### src/rtl/mem_access_if.sv
//------------------------------------------------------------------------------
// Module      : mem_access_if
// Description : Request/response handshake bundle between the datapath and
//               the RAM access controller.
// Revision    : 1.0 - initial release
//------------------------------------------------------------------------------
`default_nettype none

interface mem_access_if #(
    parameter int DATA_WIDTH = 32,
    parameter int ADDR_WIDTH = 8,
    parameter int LEN_W      = 2
);
    logic                  req_valid;
    logic                  req_ready;
    logic                  req_write;
    logic [ADDR_WIDTH-1:0] req_addr;
    logic [DATA_WIDTH-1:0] req_wdata;
    logic [LEN_W-1:0]      req_len;
    logic                  rsp_valid;
    logic                  rsp_ready;
    logic [DATA_WIDTH-1:0] rsp_data;
    logic                  rsp_last;

    modport master (
        output req_valid, req_write, req_addr, req_wdata, req_len, rsp_ready,
        input  req_ready, rsp_valid, rsp_data, rsp_last
    );

    modport slave (
        input  req_valid, req_write, req_addr, req_wdata, req_len, rsp_ready,
        output req_ready, rsp_valid, rsp_data, rsp_last
    );
endinterface

`default_nettype wire

### src/rtl/mem_access_ctrl.sv
//------------------------------------------------------------------------------
// Module      : mem_access_ctrl
// Description : Load/store front end for a single-port RAM with burst reads
//               and a backpressured response channel.
// Revision    : 1.0 - initial release
//------------------------------------------------------------------------------
`default_nettype none

module mem_access_ctrl #(
    parameter int DATA_WIDTH = 32,
    parameter int ADDR_WIDTH = 8,
    parameter int LEN_W      = 2
) (
    input  wire logic                  clk,
    input  wire logic                  rst_n,
    mem_access_if.slave                bus,
    output      logic                  busy,
    output      logic [ADDR_WIDTH-1:0] mem_address,
    output      logic [DATA_WIDTH-1:0] mem_data,
    output      logic                  mem_we,
    output      logic                  mem_re,
    input  wire logic [DATA_WIDTH-1:0] mem_data_out
);

    typedef enum logic [1:0] {
        ST_IDLE     = 2'd0,
        ST_WRITE    = 2'd1,
        ST_RD_ISSUE = 2'd2,
        ST_RD_RESP  = 2'd3
    } state_t;

    state_t                r_state;
    state_t                w_state_next;
    logic [ADDR_WIDTH-1:0] r_addr;
    logic [DATA_WIDTH-1:0] r_wdata;
    logic [LEN_W-1:0]      r_remaining;
    logic [DATA_WIDTH-1:0] r_rsp_data;

    logic                  w_accept;
    logic                  w_beat_done;
    logic                  w_last_beat;
    logic                  w_req_ready;
    logic                  w_rsp_valid;
    logic                  w_mem_we;
    logic                  w_mem_re;

    assign w_last_beat = (r_remaining == '0);
    assign w_accept    = bus.req_valid && w_req_ready;
    assign w_beat_done = w_rsp_valid && bus.rsp_ready;

    always_ff @(posedge clk or negedge rst_n) begin
        if (!rst_n) begin
            r_state <= ST_IDLE;
        end else begin
            r_state <= w_state_next;
        end
    end

    always_comb begin
        w_state_next = r_state;
        w_req_ready  = 1'b0;
        w_rsp_valid  = 1'b0;
        w_mem_we     = 1'b0;
        w_mem_re     = 1'b0;
        case (r_state)
            ST_IDLE: begin
                w_req_ready = 1'b1;
                if (bus.req_valid) begin
                    w_state_next = bus.req_write ? ST_WRITE : ST_RD_ISSUE;
                end
            end
            ST_WRITE: begin
                w_mem_we     = 1'b1;
                w_state_next = ST_IDLE;
            end
            ST_RD_ISSUE: begin
                w_mem_re     = 1'b1;
                w_state_next = ST_RD_RESP;
            end
            ST_RD_RESP: begin
                w_rsp_valid = 1'b1;
                if (bus.rsp_ready) begin
                    w_state_next = w_last_beat ? ST_IDLE : ST_RD_ISSUE;
                end
            end
            default: w_state_next = ST_IDLE;
        endcase
    end

    // Burst bookkeeping advances only when a non-final beat is consumed.
    always_ff @(posedge clk or negedge rst_n) begin
        if (!rst_n) begin
            r_addr      <= '0;
            r_wdata     <= '0;
            r_remaining <= '0;
            r_rsp_data  <= '0;
        end else begin
            if (w_accept) begin
                r_addr      <= bus.req_addr;
                r_wdata     <= bus.req_wdata;
                r_remaining <= bus.req_write ? '0 : bus.req_len;
            end else if (w_beat_done && !w_last_beat) begin
                r_addr      <= r_addr + ADDR_WIDTH'(1);
                r_remaining <= r_remaining - LEN_W'(1);
            end
            if (r_state == ST_RD_ISSUE) begin
                r_rsp_data <= mem_data_out;
            end
        end
    end

    assign bus.req_ready = w_req_ready;
    assign bus.rsp_valid = w_rsp_valid;
    assign bus.rsp_data  = r_rsp_data;
    assign bus.rsp_last  = w_rsp_valid && w_last_beat;
    assign busy          = (r_state != ST_IDLE);
    assign mem_address   = r_addr;
    assign mem_data      = r_wdata;
    assign mem_we        = w_mem_we;
    assign mem_re        = w_mem_re;

endmodule

`default_nettype wire
### src/flat_wrapper.sv
// flat-port wrapper written by rule: the top's interface ports become plain ports
module mem_access_ctrl_flat 
#(
    parameter int DATA_WIDTH = 32,
    parameter int ADDR_WIDTH = 8,
    parameter int LEN_W      = 2
)
  (clk, rst_n, busy, mem_address, mem_data, mem_we, mem_re, mem_data_out, bus_req_valid, bus_req_write, bus_req_addr, bus_req_wdata, bus_req_len, bus_rsp_ready, bus_req_ready, bus_rsp_valid, bus_rsp_data, bus_rsp_last);
  mem_access_if #(.DATA_WIDTH(DATA_WIDTH), .ADDR_WIDTH(ADDR_WIDTH), .LEN_W(LEN_W)) bus_i ();
  input  wire logic clk;
  input  wire logic rst_n;
  output      logic busy;
  output      logic [ADDR_WIDTH-1:0] mem_address;
  output      logic [DATA_WIDTH-1:0] mem_data;
  output      logic mem_we;
  output      logic mem_re;
  input  wire logic [DATA_WIDTH-1:0] mem_data_out;
  input wire logic [$bits(bus_i.req_valid)-1:0] bus_req_valid;
  input wire logic [$bits(bus_i.req_write)-1:0] bus_req_write;
  input wire logic [$bits(bus_i.req_addr)-1:0] bus_req_addr;
  input wire logic [$bits(bus_i.req_wdata)-1:0] bus_req_wdata;
  input wire logic [$bits(bus_i.req_len)-1:0] bus_req_len;
  input wire logic [$bits(bus_i.rsp_ready)-1:0] bus_rsp_ready;
  output wire logic [$bits(bus_i.req_ready)-1:0] bus_req_ready;
  output wire logic [$bits(bus_i.rsp_valid)-1:0] bus_rsp_valid;
  output wire logic [$bits(bus_i.rsp_data)-1:0] bus_rsp_data;
  output wire logic [$bits(bus_i.rsp_last)-1:0] bus_rsp_last;
  assign bus_i.req_valid = bus_req_valid;
  assign bus_i.req_write = bus_req_write;
  assign bus_i.req_addr = bus_req_addr;
  assign bus_i.req_wdata = bus_req_wdata;
  assign bus_i.req_len = bus_req_len;
  assign bus_i.rsp_ready = bus_rsp_ready;
  assign bus_req_ready = bus_i.req_ready;
  assign bus_rsp_valid = bus_i.rsp_valid;
  assign bus_rsp_data = bus_i.rsp_data;
  assign bus_rsp_last = bus_i.rsp_last;
  mem_access_ctrl #(.DATA_WIDTH(DATA_WIDTH), .ADDR_WIDTH(ADDR_WIDTH), .LEN_W(LEN_W)) u_core (.clk(clk), .rst_n(rst_n), .bus(bus_i), .busy(busy), .mem_address(mem_address), .mem_data(mem_data), .mem_we(mem_we), .mem_re(mem_re), .mem_data_out(mem_data_out));
endmodule
### config.mk
export PLATFORM = sky130hd
export DESIGN_NAME = mem_access_ctrl_flat
export DESIGN_NICKNAME = d
export VERILOG_FILES = /design/src/rtl/mem_access_if.sv /design/src/rtl/mem_access_ctrl.sv /design/src/flat_wrapper.sv
export SDC_FILE = /design/constraint.sdc
export NUM_CORES = 1
export LEC_CHECK = 0
export ABC_AREA = 1
export CORE_MARGIN = 10
export CORE_UTILIZATION = 40
export DETAILED_ROUTE_END_ITERATION = 8
export HOLD_SLACK_MARGIN = 0.1
export MAX_ROUTING_LAYER = met4
export PLACE_DENSITY = 0.79
export SLEW_MARGIN = 10
export SYNTH_ARGS = -nofsm -noshare
export SYNTH_HDL_FRONTEND = slang
export SYNTH_SLANG_ARGS = --single-unit
### constraint.sdc
create_clock -name clk -period 1.5 [get_ports clk]
set_input_delay 0.3 -clock clk [delete_from_list [all_inputs] [get_ports clk]]
set_output_delay 0.3 -clock clk [all_outputs]
set_load 0.05 [all_outputs]
==> results of run 1 <==
flip-flops by register name, summed over array words and instances, names as in the netlist:
register	flops
u_core.r_remaining	2
u_core.r_state	2
u_core.mem_data	32
u_core.bus.rsp_data	32
u_core.mem_address	8
cell type report:
cell class              count  area [um^2]  share of cell area
well taps                 102        127.6             0.02115
clock inverters             5        33.78            0.005598
repair buffers            176         2541              0.4211
inverters                  23        86.33             0.01431
flip-flops and latches     76         1903              0.3154
multi-input cells         287         1191              0.1974
clock buffers              11        151.4             0.02509
worst min-delay path: stages:
cell and delay (ns):
clkdlybuf4s50_1 0.39, nand2_1 0.06, nand2_1 0.04
power groups by stage:
stage                     logic (mW)  clock network (mW)  registers (mW)
after floorplan                 2.17                   0            6.75
after global routing            11.2                1.56            4.26
after CTS                       10.6                1.47            4.15
after detailed placement        10.4                   0            4.18
after global placement          10.2                   0            4.11
final                           10.6                1.44            4.15
final timing paths:
kind                                                     start                                  end  slack (ns)  depth (start not counted)
max                              u_core.r_state[0]$_DFFE_PN0P_                               mem_re       -0.05                          3
min                                           bus_req_wdata[6]       u_core.mem_data[6]$_DFFE_PN0P_        0.49                          3
max reg2reg                      u_core.r_state[0]$_DFFE_PN0P_    u_core.mem_address[3]$_DFFE_PN0P_        0.08                          6
min reg2reg                u_core.bus.rsp_data[26]$_DFFE_PN0P_  u_core.bus.rsp_data[26]$_DFFE_PN0P_        0.54                          2
max in group asynchronous                                rst_n        u_core.r_state[0]$_DFFE_PN0P_        0.64                          3
min in group asynchronous                                rst_n       u_core.mem_data[2]$_DFFE_PN0P_        0.50                          3
metrics by stage:
step           total power, mW  cell area (um^2)  instances  hold slack (ns)
2_1_floorplan            8.914              3227        401         0.004409
4_1_cts                  16.20              5988        677           0.4633
6_report                 16.17              6035        680           0.4901
3_3_place_gp             14.35              5754        658           0.3477
5_1_grt                  17.01              6035        680           0.4693
3_5_place_dp             14.63              5754        658           0.3451
cells by family after synthesis:
family | Yosys count | share of synthesized area
AO/OA/AOI/OAI | 9 | 0.01518
adder cells (fa/ha/maj) | 2 | 0.007784
buffers and inverters | 38 | 0.05255
flip-flops | 76 | 0.5917
AND/OR/NAND/NOR | 276 | 0.3328
cells in the mapped netlist, drive strengths merged:
cell type  instances  area, um^2
buf               13       75.07
clkbuf             2       7.510
dfrtp             76        1902
ha                 2       25.02
inv               23       86.33
nand2            248       935.9
nand3             13       65.06
nor2              12       50.05
o21ai              8       40.03
o311ai             1       8.760
or2                3       18.77
routing by layer:
layer / share of wire / routed length (um) / vias up / track usage
met3: 0.092 / 957 / 11 / 0.07022
met1: 0.37 / 3832 / 1464 / 0.1906
met4: 0.012 / 130 / 0 / 0.06413
met5: 0 / 0 / - / -
met2: 0.53 / 5504 / 120 / 0.3032
li1: - / - / 1545 / -
cells in the final DEF, fill, tap and decap left out, drive strengths merged:
cell / n
buf: 98
clkbuf: 11
clkdlybuf4s50: 77
clkinv: 2
clkinvlp: 2
dfrtp: 76
dlygate4sd3: 1
ha: 2
inv: 24
nand2: 248
nand3: 13
nor2: 12
o21ai: 8
o311ai: 1
or2: 3
repair_timing:
item | CTS | global route
pin swaps | 2 | 2
gates cloned | 0 | 0
resized for setup | 8 | 6
hold buffers | 1 | 0
hold endpoints to repair | 76 | 0
setup endpoints to repair | 4 | 39
setup buffers | 2 | 3
==> results.cfg, run 1 <==
[run_status]
status = finished with violations
violations = negative setup slack

[clock_network]
clock_latency_ns = 0.34
cts_tree = yes
clkTransAtPathRegs_ns = 0.08
clockBufferDepth = 2
clock-root-buffer = clkbuf_8
htreeDepth = 3
cts_made_buffers = 9
numClockSinks = 76

[synth]
ys.warnings.count = 0
syn_area_um2 = 3214
netlist_instances = 401
yosysSeqAreaShare = 0.5917
synth.net_count = 482
ys_ff_latch = 76
postSynthAreaPerCell_um2 = 8.016
synth_cell_type_count = 16

[drt]
wl_per_cell_um = 15.33
via_per_inst = 4.618
ant_nets = 0
num_vias = 3140
drc = 0
drt_iter0_markers = 186
first_pass_iters = 5
routed_wirelength_mm = 10.42

[global_routing]
first_global_vias = 3265
grt_overflow = 0
grt_max_degree = 77
antenna_found_initial = 0
grt_pass1_wl_mm = 16.51
grt_usage = 0.1808

[pwr]
p_seq_frac = 0.257
comb_power_share = 0.655
ir_worst_vdd_mv = 1.638
clkPwrFrac = 0.089
swShare = 0.4704
leakagePower_nw = 3.023
p_sw_mw = 7.606
powerDensity_nw_per_um2 = 2680
p_int_mw = 8.564

[timing]
fin_tns_setup_ns = -0.1587
slew_viol_final = 0
setup_viol = 4
rsz0062_at_grt = yes
period_minus_slack_ns = 1.555
max_freq_mhz = 643.1
hold_viol = 0
final.setup.worst_slack_ns = -0.05499
finClkSkew_ns = 0.009786
worstMarginPinSlew_ns = 0.4032
max-slew-margin-rel = 0.7312
period_share = 1.037

[die]
die-area_um2 = 12020
io_pins = 157
initial_core_util = 0.4138
die_height_um = 109.6
num_rows = 32
core_area_um2 = 7767
fp.dieW_um = 109.6

[min_path]
holdCritPathClass = input pin to flip-flop

[job]
cap_violations = 0

[worst_setup_path]
path_cells = buf_4 > nor2_4 > buf_12
cp_top_family = flip-flops
cp-start-kind = flip-flop
critPathCaptureType = output port
crit_type = flip-flop to output port
required_ns = 1.20
critPathMaxFanout = 5
worstPathArrival_ns = 1.25
cp_slowest_cell = dfrtp_2
crit_buf_inv = 2
cp_slowest_stage_delay_ns = 0.45

[layout]
antennaDiodeCount = 0
nNetsFinal = 654
utilization = 0.7769
syn2layout_area_growth_pct = 87.74
nFillCells = 496
drive_above_1_share = 0.2266

[place]
dp_hpwl_mm = 8.333
pre_cts_slack_ns = -0.04616
port_buffers = 156
gp_congestion = 0.8695
(Power assumes the default switching activity.)
==> run 2, diff against run 1 <==
--- a/config.mk
+++ b/config.mk
@@ -6,12 +6,14 @@
 export NUM_CORES = 1
 export LEC_CHECK = 0
 export ABC_AREA = 1
+export ABC_CLOCK_PERIOD_IN_PS = 1500
 export CORE_MARGIN = 10
 export CORE_UTILIZATION = 40
 export DETAILED_ROUTE_END_ITERATION = 8
 export HOLD_SLACK_MARGIN = 0.1
 export MAX_ROUTING_LAYER = met4
 export PLACE_DENSITY = 0.79
+export SKIP_LAST_GASP = 1
 export SLEW_MARGIN = 10
 export SYNTH_ARGS = -nofsm -noshare
 export SYNTH_HDL_FRONTEND = slang
==> run 2 against run 1 <==
Against the previous run: the run still ends with negative setup slack left; global-route usage unchanged; highest routed layer unchanged; largest power group unchanged; register-to-register slack better by 0.02 ns; clock power about the same; sequential cell count stayed put; wire length about the same; critical path depth unchanged; sequential share of layout area hardly changed; largest cell class unchanged; total power is 0.10% lower.
==> results.cfg, run 2 (synthesized netlist as in run 1, its figures left out) <==
[run_status]
status = finished with violations
violations = negative setup slack

[worst_setup_path]
cp_slowest_cell = dfrtp_2
worstPathArrival_ns = 1.26
required_ns = 1.20
cp_top_family = flip-flops
critPathMaxFanout = 5
crit_type = flip-flop to output port
r2r_slack_ns = 0.10
r2r-end = u_core.mem_address[3]$_DFFE_PN0P_
path_cells = buf_4 > nor2_4 > buf_12
cp-start-kind = flip-flop
cp_slowest_stage_delay_ns = 0.45
crit_buf_inv = 2
r2r_start = u_core.r_state[0]$_DFFE_PN0P_
worstRegToRegCells = 6
critPathCaptureType = output port

[place]
gp_congestion = 0.8695
dp_hpwl_mm = 8.333
placed_cells = 658
port_buffers = 156

[timing]
period_share = 1.037
fin_tns_setup_ns = -0.1585
max_freq_mhz = 643.0
worstMarginPinSlew_ns = 0.4027
rsz0062_at_grt = yes
hold_viol = 0
setup_viol = 4
finClkSkew_ns = 0.009833
final.setup.worst_slack_ns = -0.05530
max-slew-margin-rel = 0.7315
slew_viol_final = 0
period_minus_slack_ns = 1.555

[pwr]
swShare = 0.4704
total_power_mw = 16.15
powerDensity_nw_per_um2 = 2681
p_int_mw = 8.555
p_seq_frac = 0.257
leakagePower_nw = 3.021
p_sw_mw = 7.599
clkPwrFrac = 0.089
comb_power_share = 0.654
ir_worst_vdd_mv = 1.639

[die]
io_pins = 157
core_area_um2 = 7767
initial_core_util = 0.4138
num_rows = 32
die_height_um = 109.6
die-area_um2 = 12020
fp.dieW_um = 109.6

[layout]
syn2layout_area_growth_pct = 87.47
layout_commonest_cell = nand2_1
antennaDiodeCount = 0
nFillCells = 496
nNetsFinal = 654
drive_above_1_share = 0.2266
layout_common_cells = nand2_1 (245), buf_12 (81), clkdlybuf4s50_1 (77), dfrtp_1 (75), inv_1 (19)
utilization = 0.7758
fin_cells = 680

[global_routing]
antenna_found_initial = 0
grt_overflow = 0
grt_usage = 0.1808
grt_pass1_wl_mm = 16.51
grt_max_degree = 77
first_global_vias = 3265

[drt]
wl_per_cell_um = 15.32
first_pass_iters = 4
drt_iter0_markers = 187
num_vias = 3138
via_per_inst = 4.615
routed_wirelength_mm = 10.42
ant_nets = 0
drc = 0

[clock_network]
cts_tree = yes
clock_latency_ns = 0.34
clock-root-buffer = clkbuf_8
cts_made_buffers = 9
htreeDepth = 3
numClockSinks = 76
clockBufferDepth = 2
clkTransAtPathRegs_ns = 0.08

[job]
cap_violations = 0

[min_path]
holdCritPathClass = input pin to flip-flop
holdCritStartpoint = bus_req_wdata[6]
hold_path_depth = 3
min_to = u_core.mem_data[6]$_DFFE_PN0P_
-- run 2: how the worst max path moves through the flow --
| stage | start | endpoint | slack [ns] | depth (start not counted) |
|---|---|---|---|---|
| floorplan | u_core.mem_address[1]$_DFFE_PN0P_ | u_core.mem_address[6]$_DFFE_PN0P_ | 0.05 | 8 |
| global placement | bus_req_valid | u_core.mem_address[6]$_DFFE_PN0P_ | 0.003 | 9 |
| detailed placement | bus_req_valid | u_core.mem_data[26]$_DFFE_PN0P_ | -0.05 | 7 |
| CTS | u_core.r_state[0]$_DFFE_PN0P_ | bus_req_ready | -0.06 | 3 |
| global route | u_core.r_state[0]$_DFFE_PN0P_ | bus_req_ready | -0.11 | 3 |
| finish | u_core.r_state[0]$_DFFE_PN0P_ | mem_re | -0.06 | 3 |
-- run 2: power groups by stage --
stage | Clock (mW) | Combinational (mW) | Sequential [mW]
after global routing | 1.56 | 11.2 | 4.26
after detailed placement | 0 | 10.4 | 4.18
after floorplan | 0 | 2.17 | 6.75
final | 1.43 | 10.6 | 4.15
after CTS | 1.47 | 10.6 | 4.15
after global placement | 0 | 10.2 | 4.11
-- run 2: per-layer routing --
layer / part of all wire / vias to the layer above / GRT usage
met1: 0.37 / 1467 / 0.1906
met4: 0.012 / 0 / 0.06413
met3: 0.091 / 9 / 0.07022
met2: 0.53 / 117 / 0.3032
met5: 0 / - / -
li1: - / 1545 / -
-- run 2: area by class of cell --
class,count,area [um^2],area share
Timing Repair Buffer,176,2537,0.4211
Sequential cell,76,1903,0.3158
Multi-Input combinational cell,287,1186,0.1968
Clock buffer,11,151.4,0.02512
Tap cell,102,127.6,0.02118
Inverter,23,86.33,0.01433
Clock inverter,5,33.78,0.005606
-- run 2: stage by stage --
stage	instance area (um^2)	hold slack, ns	worst slack, ns
2_1_floorplan	3227	0.004409	0.04599
3_3_place_gp	5754	0.3477	0.002777
3_5_place_dp	5754	0.3451	-0.04616
4_1_cts	5988	0.4633	-0.05672
5_1_grt	6026	0.4693	-0.1138
6_report	6026	0.4897	-0.05530
-- run 2: worst reg2reg max path, cell delays in order, from the launching register on --
cell,delay [ns]
dfrtp_2,0.45
buf_6,0.13
nor2_4,0.18
nand2_4,0.11
or2_2,0.29
nand3_1,0.08
nand2_1,0.05
-- run 2: timing repair --
action                                 4_1_cts  5_1_grt
resized for setup                            8        4
setup buffers                                2        3
setup endpoints to repair                    4       39
endpoints found under the hold margin       76        0
pin swaps                                    2        2
hold buffers                                 1        0
==> run 3, diff against run 2 <==
--- a/config.mk
+++ b/config.mk
@@ -8,11 +8,11 @@
 export ABC_AREA = 1
 export ABC_CLOCK_PERIOD_IN_PS = 1500
 export CORE_MARGIN = 10
-export CORE_UTILIZATION = 40
+export CORE_UTILIZATION = 30
 export DETAILED_ROUTE_END_ITERATION = 8
 export HOLD_SLACK_MARGIN = 0.1
 export MAX_ROUTING_LAYER = met4
-export PLACE_DENSITY = 0.79
+export PLACE_DENSITY = 0.62
 export SKIP_LAST_GASP = 1
 export SLEW_MARGIN = 10
 export SYNTH_ARGS = -nofsm -noshare
==> run 3 against run 2 <==
Against the previous run: clock skew is 0.0017 ns lower; critical endpoint is now bus_rsp_last; core utilization is 19 points lower; clock power is 20% higher; the run still ends with negative setup slack left.
==> results.cfg, run 3 (synthesized netlist as in run 1, its figures left out) <==
[pwr]
total_power_mw = 16.43
leakagePower_nw = 3.041
ir_worst_vdd_mv = 1.399
powerDensity_nw_per_um2 = 2684

[drt]
topRoutingLayerUsed = met4
via_per_inst = 4.341
drc = 0
routed_wirelength_mm = 10.44
ant_nets = 0
wl_met1_mm = 3.969
first_pass_iters = 5
wl_met2_mm = 5.412
wl_per_cell_um = 14.66
drt_iter0_markers = 130
met3_length_um = 948
num_vias = 3091

[timing]
hold_viol = 0
max_freq_mhz = 646.6
finClkSkew_ns = 0.008163
period_share = 1.031
rsz0062_at_grt = yes
slew_viol_final = 0
final.setup.worst_slack_ns = -0.04656
worstMarginPinSlew_ns = 0.4053
max-slew-margin-rel = 0.7298
setup_viol = 2
period_minus_slack_ns = 1.547

[place]
placed_cells = 691
pre_cts_slack_ns = -0.1820
gp_congestion = 0.8630
port_buffers = 156
dp_hpwl_mm = 8.103
placed_cell_area_um2 = 5794

[clock_network]
clockBufferDepth = 2
clock_latency_ns = 0.34
cts_tree = yes
htreeDepth = 3
cts_made_buffers = 9
clkTransAtPathRegs_ns = 0.08
clock-root-buffer = clkbuf_8
numClockSinks = 76

[layout]
fin_cells = 712
drive_above_1_share = 0.2292
postLayoutCellArea_um2 = 6120
syn2layout_area_growth_pct = 90.39
layout_common_cells = nand2_1 (244), buf_12 (82), clkdlybuf4s50_1 (77), dfrtp_1 (74), inv_1 (17)
antennaDiodeCount = 0
nNetsFinal = 652
utilization = 0.5901
layout_commonest_cell = nand2_1

[global_routing]
first_global_vias = 3141
grt_max_degree = 77
grt_pass1_wl_mm = 16.30
antenna_found_initial = 0
grt_usage = 0.1402
grt_overflow = 0

[worst_setup_path]
crit_cells = 5
critPathCaptureType = output port
worstRegToRegCells = 6
path_common_cell = inv_2
required_ns = 1.20
cp_top_family = flip-flops
critPathMaxFanout = 2
cp_slowest_stage_delay_ns = 0.40
r2r_slack_ns = 0.07
path_cells = inv_2 > ha_4 > inv_2 > nor2_4 > buf_12
worstPathArrival_ns = 1.25
cp_slowest_cell = dfrtp_1
crit_buf_inv = 3
crit_type = flip-flop to output port
cp-start-kind = flip-flop

[die]
core_area_um2 = 10370
initial_core_util = 0.3100
io_pins = 157
die_height_um = 123.5
die-area_um2 = 15250
fp.dieW_um = 123.5
num_rows = 37

[min_path]
hold_path_depth = 3
holdCritPathClass = input pin to flip-flop

[run_status]
violations = negative setup slack
status = finished with violations

[job]
cap_violations = 0
-- run 3: changes by cell type in the layout (fill, tap and decap cells not counted), moves of 2 or more --
cell        change
clkinvlp_4      -2
nand2_4         +2
bufinv_16       +2
buf_4           -4
inv_2           +2
inv_1           -2
-- run 3: worst reg2reg max path: cells and delay by family, from the launching register on --
family / cells / cell delay, ns
flip-flops: 1 / 0.46
AND/OR/NAND/NOR: 5 / 0.73
buffers and inverters: 1 / 0.14
-- run 3: area by class of cell --
| type | count | area, um^2 |
|---|---|---|
| Sequential cell | 76 | 1904 |
| Clock inverter | 5 | 75.07 |
| Clock buffer | 11 | 141.4 |
| Tap cell | 136 | 170.2 |
| Multi-Input combinational cell | 287 | 1204 |
| Timing Repair Buffer | 174 | 2539 |
| Inverter | 23 | 86.33 |
| Fill cell | 889 | 4250 |
-- run 3: power by group --
part | leakage [nW] | switching [mW] | internal [mW] | total [mW]
logic | 1.99 | 5.69 | 4.85 | 10.5
registers | 0.943 | 1.14 | 3.03 | 4.17
clock network | 0.113 | 0.741 | 0.976 | 1.72
total | 3.04 | 7.57 | 8.86 | 16.4
-- run 3: what timing repair did --
action / 4_1_cts / 5_1_grt
buffers inserted: 2 / 2
hold buffers: 1 / 0
endpoints found under the setup margin: 5 / 75
pin swaps: 3 / 5
gates resized for setup: 8 / 11
endpoints found under the hold margin: 76 / 0
-- run 3: metal layers --
layer,up-vias,GRT usage
met4,0,0.04148
met5,-,-
met2,89,0.2294
met1,1450,0.1544
met3,9,0.05652
li1,1543,-
-- run 3: through the flow --
step / hold WS (ns) / setup TNS (ns)
2_1_floorplan: 0.004409 / 0
3_3_place_gp: 0.3563 / -0.2411
3_5_place_dp: 0.3603 / -0.9798
4_1_cts: 0.4683 / -0.2879
5_1_grt: 0.4822 / -0.3432
6_report: 0.4841 / -0.06317
-- run 3: final timing paths --
kind / endpoint / start
setup / recovery: bus_rsp_last / u_core.r_remaining[0]$_DFFE_PN0P_
hold / removal: u_core.mem_data[2]$_DFFE_PN0P_ / bus_req_wdata[2]
setup reg to reg: u_core.mem_address[3]$_DFFE_PN0P_ / u_core.r_state[1]$_DFFE_PN0P_
hold reg to reg: u_core.bus.rsp_data[16]$_DFFE_PN0P_ / u_core.bus.rsp_data[16]$_DFFE_PN0P_
max in group asynchronous: u_core.r_state[1]$_DFFE_PN0P_ / rst_n
min in group asynchronous: u_core.bus.rsp_data[19]$_DFFE_PN0P_ / rst_n
